$ cat src/rtl/usb_pkg.sv
// Shared USB protocol constants, controller state encoding and token builder
// for the USB memory-transfer controller.
package usb_pkg;

  localparam logic [3:0] PID_OUT   = 4'b1000;
  localparam logic [3:0] PID_IN    = 4'b1001;
  localparam logic [7:0] PID_DATA0 = 8'hC3;

  localparam logic [3:0] EP_ADDR = 4'd4;
  localparam logic [3:0] EP_DATA = 4'd8;

  localparam int TOK_W  = 19;
  localparam int DATA_W = 72;

  typedef enum logic [2:0] {
    ST_IDLE       = 3'd0,
    ST_ADDR_ISSUE = 3'd1,
    ST_ADDR_WAIT  = 3'd2,
    ST_DATA_ISSUE = 3'd3,
    ST_DATA_WAIT  = 3'd4,
    ST_RESP       = 3'd5
  } state_t;

  // Token layout: PID, device address, endpoint, four reserved zero bits.
  function automatic logic [TOK_W-1:0] mk_token(input logic [3:0] pid,
                                                input logic [6:0] dev,
                                                input logic [3:0] ep);
    mk_token = {pid, dev, ep, 4'd0};
  endfunction

endpackage

$ cat src/rtl/xfer_watchdog.sv
// Per-transaction timeout counter: cleared before each wait phase, counts
// while enabled, flags expiry when the count reaches MAX.
module xfer_watchdog #(
  parameter logic [11:0] MAX = 12'd4095
) (
  input  logic clk,
  input  logic rst_b,
  input  logic clr,
  input  logic en,
  output logic expired
);

  logic [11:0] r_cnt;

  always_ff @(posedge clk or negedge rst_b) begin
    if (!rst_b) begin
      r_cnt <= 12'd0;
    end else if (clr) begin
      r_cnt <= 12'd0;
    end else if (en && (r_cnt != MAX)) begin
      r_cnt <= r_cnt + 12'd1;
    end
  end

  assign expired = en && (r_cnt == MAX);

endmodule

$ cat src/rtl/usb_xfer_ctrl.sv
// Turns a host memory request into a two-phase USB exchange (address OUT,
// then data OUT or IN) with the protocol engine, guarded by a watchdog.
module usb_xfer_ctrl
  import usb_pkg::*;
#(
  parameter logic [6:0]  DEV_ADDR = 7'd5,
  parameter logic [11:0] WDOG_MAX = 12'd4095
) (
  input  logic               clk,
  input  logic               rst_b,
  // Host side
  input  logic               req_valid,
  input  logic               req_write,
  input  logic [15:0]        req_addr,
  input  logic [63:0]        req_wdata,
  output logic               req_ready,
  output logic               rsp_valid,
  output logic               rsp_ok,
  output logic [63:0]        rsp_rdata,
  // Engine side
  output logic [TOK_W-1:0]   tok_out,
  output logic [DATA_W-1:0]  data_out,
  output logic               tok_avail,
  input  logic               eng_ready,
  input  logic               eng_done,
  input  logic               eng_success,
  input  logic [63:0]        eng_rdata,
  // Debug visibility of the controller state
  output state_t             dbg_state
);

  // Handshakes: a request is taken when req_valid && req_ready on a rising
  // edge; a token is taken when tok_avail is high (only raised with eng_ready).

  state_t             r_state;
  state_t             w_next;
  logic               r_write;
  logic [15:0]        r_addr;
  logic [63:0]        r_wdata;
  logic               r_ok;
  logic [63:0]        r_rdata;

  logic               w_capture;
  logic               w_set_ok;
  logic               w_ok_val;
  logic               w_cap_rdata;
  logic               w_wd_clr;
  logic               w_wd_en;
  logic               w_wd_expired;
  logic               w_tok_avail;
  logic [TOK_W-1:0]   w_tok;
  logic [DATA_W-1:0]  w_data;

  xfer_watchdog #(
    .MAX (WDOG_MAX)
  ) u_wdog (
    .clk     (clk),
    .rst_b   (rst_b),
    .clr     (w_wd_clr),
    .en      (w_wd_en),
    .expired (w_wd_expired)
  );

  always_ff @(posedge clk or negedge rst_b) begin
    if (!rst_b) begin
      r_state <= ST_IDLE;
    end else begin
      r_state <= w_next;
    end
  end

  always_comb begin
    w_next      = r_state;
    w_capture   = 1'b0;
    w_set_ok    = 1'b0;
    w_ok_val    = 1'b0;
    w_cap_rdata = 1'b0;
    w_wd_clr    = 1'b0;
    w_wd_en     = 1'b0;
    w_tok_avail = 1'b0;
    w_tok       = '0;
    w_data      = '0;
    case (r_state)
      ST_IDLE: begin
        if (req_valid) begin
          w_capture = 1'b1;
          w_next    = ST_ADDR_ISSUE;
        end
      end
      ST_ADDR_ISSUE: begin
        w_tok  = mk_token(PID_OUT, DEV_ADDR, EP_ADDR);
        w_data = {PID_DATA0, 48'd0, r_addr};
        if (eng_ready) begin
          w_tok_avail = 1'b1;
          w_wd_clr    = 1'b1;
          w_next      = ST_ADDR_WAIT;
        end
      end
      ST_ADDR_WAIT: begin
        w_wd_en = 1'b1;
        // A completion on the expiry cycle still counts as a completion.
        if (eng_done) begin
          if (eng_success) begin
            w_next = ST_DATA_ISSUE;
          end else begin
            w_set_ok = 1'b1;
            w_next   = ST_RESP;
          end
        end else if (w_wd_expired) begin
          w_set_ok = 1'b1;
          w_next   = ST_RESP;
        end
      end
      ST_DATA_ISSUE: begin
        w_tok  = mk_token(r_write ? PID_OUT : PID_IN, DEV_ADDR, EP_DATA);
        w_data = {PID_DATA0, (r_write ? r_wdata : 64'd0)};
        if (eng_ready) begin
          w_tok_avail = 1'b1;
          w_wd_clr    = 1'b1;
          w_next      = ST_DATA_WAIT;
        end
      end
      ST_DATA_WAIT: begin
        w_wd_en = 1'b1;
        if (eng_done) begin
          w_set_ok    = 1'b1;
          w_ok_val    = eng_success;
          w_cap_rdata = eng_success && !r_write;
          w_next      = ST_RESP;
        end else if (w_wd_expired) begin
          w_set_ok = 1'b1;
          w_next   = ST_RESP;
        end
      end
      ST_RESP: begin
        w_next = ST_IDLE;
      end
      default: begin
        w_next = ST_IDLE;
      end
    endcase
  end

  always_ff @(posedge clk or negedge rst_b) begin
    if (!rst_b) begin
      r_write <= 1'b0;
      r_addr  <= 16'd0;
      r_wdata <= 64'd0;
      r_ok    <= 1'b0;
      r_rdata <= 64'd0;
    end else begin
      if (w_capture) begin
        r_write <= req_write;
        r_addr  <= req_addr;
        r_wdata <= req_wdata;
      end
      if (w_set_ok) begin
        r_ok <= w_ok_val;
      end
      if (w_cap_rdata) begin
        r_rdata <= eng_rdata;
      end
    end
  end

  assign req_ready = (r_state == ST_IDLE);
  assign rsp_valid = (r_state == ST_RESP);
  assign rsp_ok    = (r_state == ST_RESP) && r_ok;
  assign rsp_rdata = r_rdata;
  assign tok_avail = w_tok_avail;
  assign tok_out   = w_tok;
  assign data_out  = w_data;
  assign dbg_state = r_state;

endmodule

$ cat config.mk
export PLATFORM = sky130hd
export DESIGN_NAME = usb_xfer_ctrl
export DESIGN_NICKNAME = d
export VERILOG_FILES = /design/src/rtl/usb_pkg.sv /design/src/rtl/xfer_watchdog.sv /design/src/rtl/usb_xfer_ctrl.sv
export SDC_FILE = /design/constraint.sdc
export NUM_CORES = 1
export LEC_CHECK = 0
export BUFFER_PORTS_ARGS = -buffer_cell sky130_fd_sc_hd__clkbuf_2
export CORE_MARGIN = 1.5
export CORE_UTILIZATION = 45
export CTS_CLUSTER_DIAMETER = 120
export CTS_CLUSTER_SIZE = 25
export DETAILED_ROUTE_END_ITERATION = 6
export GPL_TIMING_DRIVEN = 0
export PLACE_DENSITY = 0.78
export SETUP_SLACK_MARGIN = 0.15
export SLEW_MARGIN = 25
export SYNTH_ARGS = -nofsm -noshare
export SYNTH_HDL_FRONTEND = slang
export SYNTH_HIERARCHICAL = 1
export SYNTH_SLANG_ARGS = --single-unit
$ cat constraint.sdc
create_clock -name clk -period 2.7 [get_ports clk]
set_input_delay 0.27 -clock clk [delete_from_list [all_inputs] [get_ports clk]]
set_output_delay 0.27 -clock clk [all_outputs]
set_load 0.1 [all_outputs]
# Yosys cells after proc, flatten, opt, wreduce, memory -nomap -nowiden

Index checks and enable logic that the tools add are counted.
Widths: inputs -> output; s select.

Latch bits: 0
Logic and storage cells: 56
ROM bits: 0
Flip-flop bits (word level): 161
Output and inout port bits: 162
Memories kept: 0
RAM bits: 0

Div/mod/pow operators: 0
Magnitude comparators: 0
Shifts and indexed selects: 0
Bitwise logic cells: 0
Reduce and logical (&&, ||, !) cells: 10
$mul: 0
Mux-type cells: 28
$add $sub $neg: 1
Equality and inequality tests: 10

Operators with widths:

| kind                  | count |
|---|---|
| $pmux 72 s2           | 1 |
| $mux 64               | 1 |
| $pmux 19 s2           | 1 |
| $mux 12               | 2 |
| $mux 3                | 7 |
| $pmux 3 s5            | 1 |
| $mux 1                | 14 |
| $add 12x1->12 const B | 1 |
| $eq 12x12->1 const B  | 1 |
| $ne 12x12->1 const B  | 1 |
| $eq 3x2->1 const B    | 2 |
| $eq 3x3->1 const B    | 2 |
| $ne 2x2->1 const B    | 3 |
| $logic_and 1x1->1     | 4 |
| $reduce_or 2->1       | 2 |
| $eq 3x1->1 const B    | 1 |
| $logic_not 3->1       | 1 |
| $reduce_and 3->1      | 1 |
| $pmux 1 s2            | 1 |
| $reduce_bool 2->1     | 1 |
| $logic_not 1->1       | 1 |

# Logic depth before layout (Yosys ltp)

Depth in word-level cells: 7
Mapped depth: 8

# Modules after synthesis

The synthesis kept the hierarchy.

By module, submodules not included:

| module        | instances | area an instance (um^2) | sequential area each (um^2) | cells an instance |
|---|---|---|---|---|
| usb_xfer_ctrl | 1         | 6819.0                  | 3728.6                      | 443 |
| xfer_watchdog | 1         | 710.7                   | 300.3                       | 72 |

# Least setup slack after synthesis

OpenSTA, ideal clock, no wires.

Kind: register -> output
Start point: reg r_state[0] (netlist: dbg_state[0])
End point: out tok_out[15]
Cell stages (with the launch flop): 4
Arrival time: 4.486 ns
Path buffers: 0
Path slack: -2.056 ns
Data required time: 2.430 ns
Cell sequence: dfrtp_1 nor2b_2 and2_1 nor2b_1

Word-level cells in the longest chain between the ends: 2
Elaborated cells between the ends (all ways): 3

RTL lines:

| item                                     | RTL line            | source |
|---|---|---|
| from (decl)                              | usb_xfer_ctrl.sv:35 | `state_t r_state;` |
| from (signal assigned)                   | usb_xfer_ctrl.sv:68 | `r_state <= w_next;` |
| $eq 3x2->1 or $eq 3x1->1 (tied branches) | usb_xfer_ctrl.sv:83 | `case (r_state)` |
| $pmux 19 s2 *                            | usb_xfer_ctrl.sv:83 |  |
| to (decl)                                | usb_xfer_ctrl.sv:21 | `output logic [TOK_W-1:0] tok_out,` |

Mark *: on every way between the ends. The rest lies on a longest branch, timed or not.

# Worst setup path in the final report

Start point: reg r_state[2] (netlist: dbg_state[2])
End point: out data_out[0]

Word-level cells in the longest chain between the ends: 2
Elaborated cells between the ends (all ways): 3

RTL lines:

| item                                     | RTL line            | source |
|---|---|---|
| $eq 3x2->1 or $eq 3x1->1 (tied branches) | usb_xfer_ctrl.sv:83 |  |
| $pmux 72 s2 *                            | usb_xfer_ctrl.sv:83 |  |
| to (decl)                                | usb_xfer_ctrl.sv:22 | `output logic [DATA_W-1:0] data_out,` |

Marked as above.

==> flow_summary.ini <==
[status]
status = finished clean

[synthesis]
syn_avg_cell_area_um2 = 14.6
ys_seq_area_frac = 0.535
ys_seq_elements = 161
ys.flop_type = dfrtp_1
synth_edf_count = 0
synthCells = 515
synth.cell_area_um2 = 7530
ys_async_sr_fraction = 1.00
ys_types = 47
synth_warnings = 6

[cts]
cts_htree_levels = 4
max-clock-path-buffers = 2
clock_latency_ps = 420
cts-buffers-inserted = 17
cts_tree = built
cts_root_buf = clkbuf_16
clk_pin_slew_worst_paths_ps = 60
clkSinkCount = 161

[global_routing]
grt_pass1_vias = 5488
grt_pass1_wl_um = 28900
grt_antenna_before_repair = 1
track_usage = 0.212
grt_max_degree = 83
grt.overflow.total = 0

[critical_path]
cp.arrival_ps = 2170
worstSetupPathType = flop to output port
reg2reg_slack_ps = 330
worstSetupStartpointType = flop
reg2regPathDepth = 8
cp_max_fo = 10
r2r_end = dbg_state[0]
required_ps = 2430
r2r_start = dbg_state[1]
endpoint_kind = output port

[floorplan]
row_count = 47
fp.dieW_um = 132
ioPinCount = 313
coreArea_um2 = 16500
start_util = 0.457
fp.dieH_um = 132
die-area_um2 = 17500

[routing]
via_count = 5244
wirelength_um = 18300
viasPerCell = 4.85
dr.pass1.iters = 4
route.detailed.drc = 0
wire_per_inst_um = 16.9
drt_iter0_drc = 132
ant_nets = 0

[finish]
final_nets = 1000
area_growth_pct = 40.5
layout_commonest_cell = clkbuf_2
drive_gt1_frac = 0.697
layout_common_cells = clkbuf_2 (236), dfrtp_1 (158), mux2_4 (80)

[hold_path]
hold_depth = 2
min_from = eng_rdata[12]
whs_endpoint = rsp_rdata[12]
min_path_type = input port to flop

[sta]
finalSetupViolCount = 0
final.min_clock_period_ps = 2440
setup_tns_ps = 0
max_freq_mhz = 410
hold-worst-slack_ps = 66.7
relSlewSlack = 0.554
final-max-slew-violation-count = 0
tightest_slew_ps = 668
rsz0062_at_grt = true
hold_viol = 0
period_share = 0.903
clock-skew-final_ps = 10.6

[placement]
io_buffer_count = 295
gp_congestion = 0.813
hpwlAfterDp_um = 13200

[flow_run]
cap_violations = 0
-- metrics by stage --
step / setup WS (ps) / instance area, µm² / util / std cells
2_1_floorplan: -40.3 / 7880 / - / 531
3_3_place_gp: -2130 / 9630 / 0.585 / 1046
3_5_place_dp: 276 / 9660 / 0.587 / 1047
4_1_cts: 207 / 10600 / 0.642 / 1081
5_1_grt: 144 / 10600 / 0.642 / 1081
6_report: 261 / 10600 / 0.642 / 1082
-- registers in the layout, indices dropped and copies added, names as in the netlist --
signal and cells:
r_addr 16, r_wdata 64, r_ok 1, dbg_state 3, u_wdog/r_cnt 12, rsp_rdata 64
r_write 1
-- final cells by class --
type                       instances  area [µm²]
inverter                           2        7.51
clock buffer                      19         443
sequential                       161        4040
multi-input combinational        316        3280
fill                            1232        5890
tap                              220         275
clock inverter                    13         113
antenna                            1        2.50
buffer                            52         556
timing repair buffer             298        1860
-- routing by layer --
metal	vias to the layer above	routed length, µm	GRT usage	part of all wire
li1	2434	-	-	-
met1	2556	7230	0.250	0.39
met2	208	9480	0.363	0.52
met3	46	892	0.0465	0.049
met4	0	713	0.114	0.039
met5	-	0	0	0
-- cells by family after synthesis --
family / count (synthesis) / share of synthesized area
compound gates: 39 / 0.0397
xor+xnor: 4 / 0.00465
fa+ha+maj: 1 / 0.00166
buf+inv: 54 / 0.0696
flops: 161 / 0.535
mux: 149 / 0.262
other cells: 1 / 0.000498
simple gates: 106 / 0.0864
-- synth_stat cells, types with 2 or more instances --
library cell / instances / area [µm²]
a211oi_1: 5 / 37.5
a21oi_1: 8 / 40.0
a22o_1: 16 / 140
and2_1: 53 / 332
and3_1: 2 / 12.5
and4_1: 2 / 17.5
buf_12: 9 / 180
buf_2: 3 / 15.0
buf_4: 25 / 188
buf_6: 7 / 78.8
clkbuf_1: 2 / 7.51
clkbuf_2: 4 / 20.0
clkbuf_8: 2 / 27.5
dfrtp_1: 161 / 4030
inv_1: 2 / 7.51
mux2_1: 5 / 56.3
mux2_2: 62 / 698
mux2_4: 80 / 1200
mux2i_1: 2 / 20.0
nand2_1: 5 / 18.8
nand3_1: 4 / 20.0
nand3_4: 2 / 35.0
nand4_1: 3 / 18.8
nor2_1: 16 / 60.1
nor2b_1: 4 / 25.0
nor3_1: 5 / 25.0
o21ai_0: 2 / 10.0
o41ai_1: 2 / 17.5
or4_1: 2 / 15.0
xnor2_1: 3 / 26.3
-- critical path: stages, from the launching register on --
cell and delay (ps):
dfrtp_4 470, buf_6 150, nor2_1 140, and2_1 140
buf_2 210, buf_4 260, a22o_4 140, clkbuf_8 230
-- repair_timing --
action,4_1_cts,5_1_grt
hold buffers,1,0
pin swaps,0,0
resized for setup,91,2
setup endpoints to repair,65,9
endpoints found under the hold margin,79,0
buffers inserted,1,0
-- worst max path at each step --
| stage | slack, ps | endpoint | cells past startpoint | start |
|---|---|---|---|---|
| floorplan | -40 | tok_out[15] | 4 | dbg_state[2] |
| global placement | -2130 | dbg_state[2] | 1 | rst_b |
| detailed placement | 280 | dbg_state[0] | 8 | dbg_state[1] |
| CTS | 210 | data_out[11] | 7 | dbg_state[2] |
| global route | 140 | data_out[0] | 7 | dbg_state[2] |
| finish | 260 | data_out[0] | 7 | dbg_state[2] |
Power is left out: the tool's default activity adds up to more than one toggle a clock period on the data nets, which glitch-free logic cannot reach.
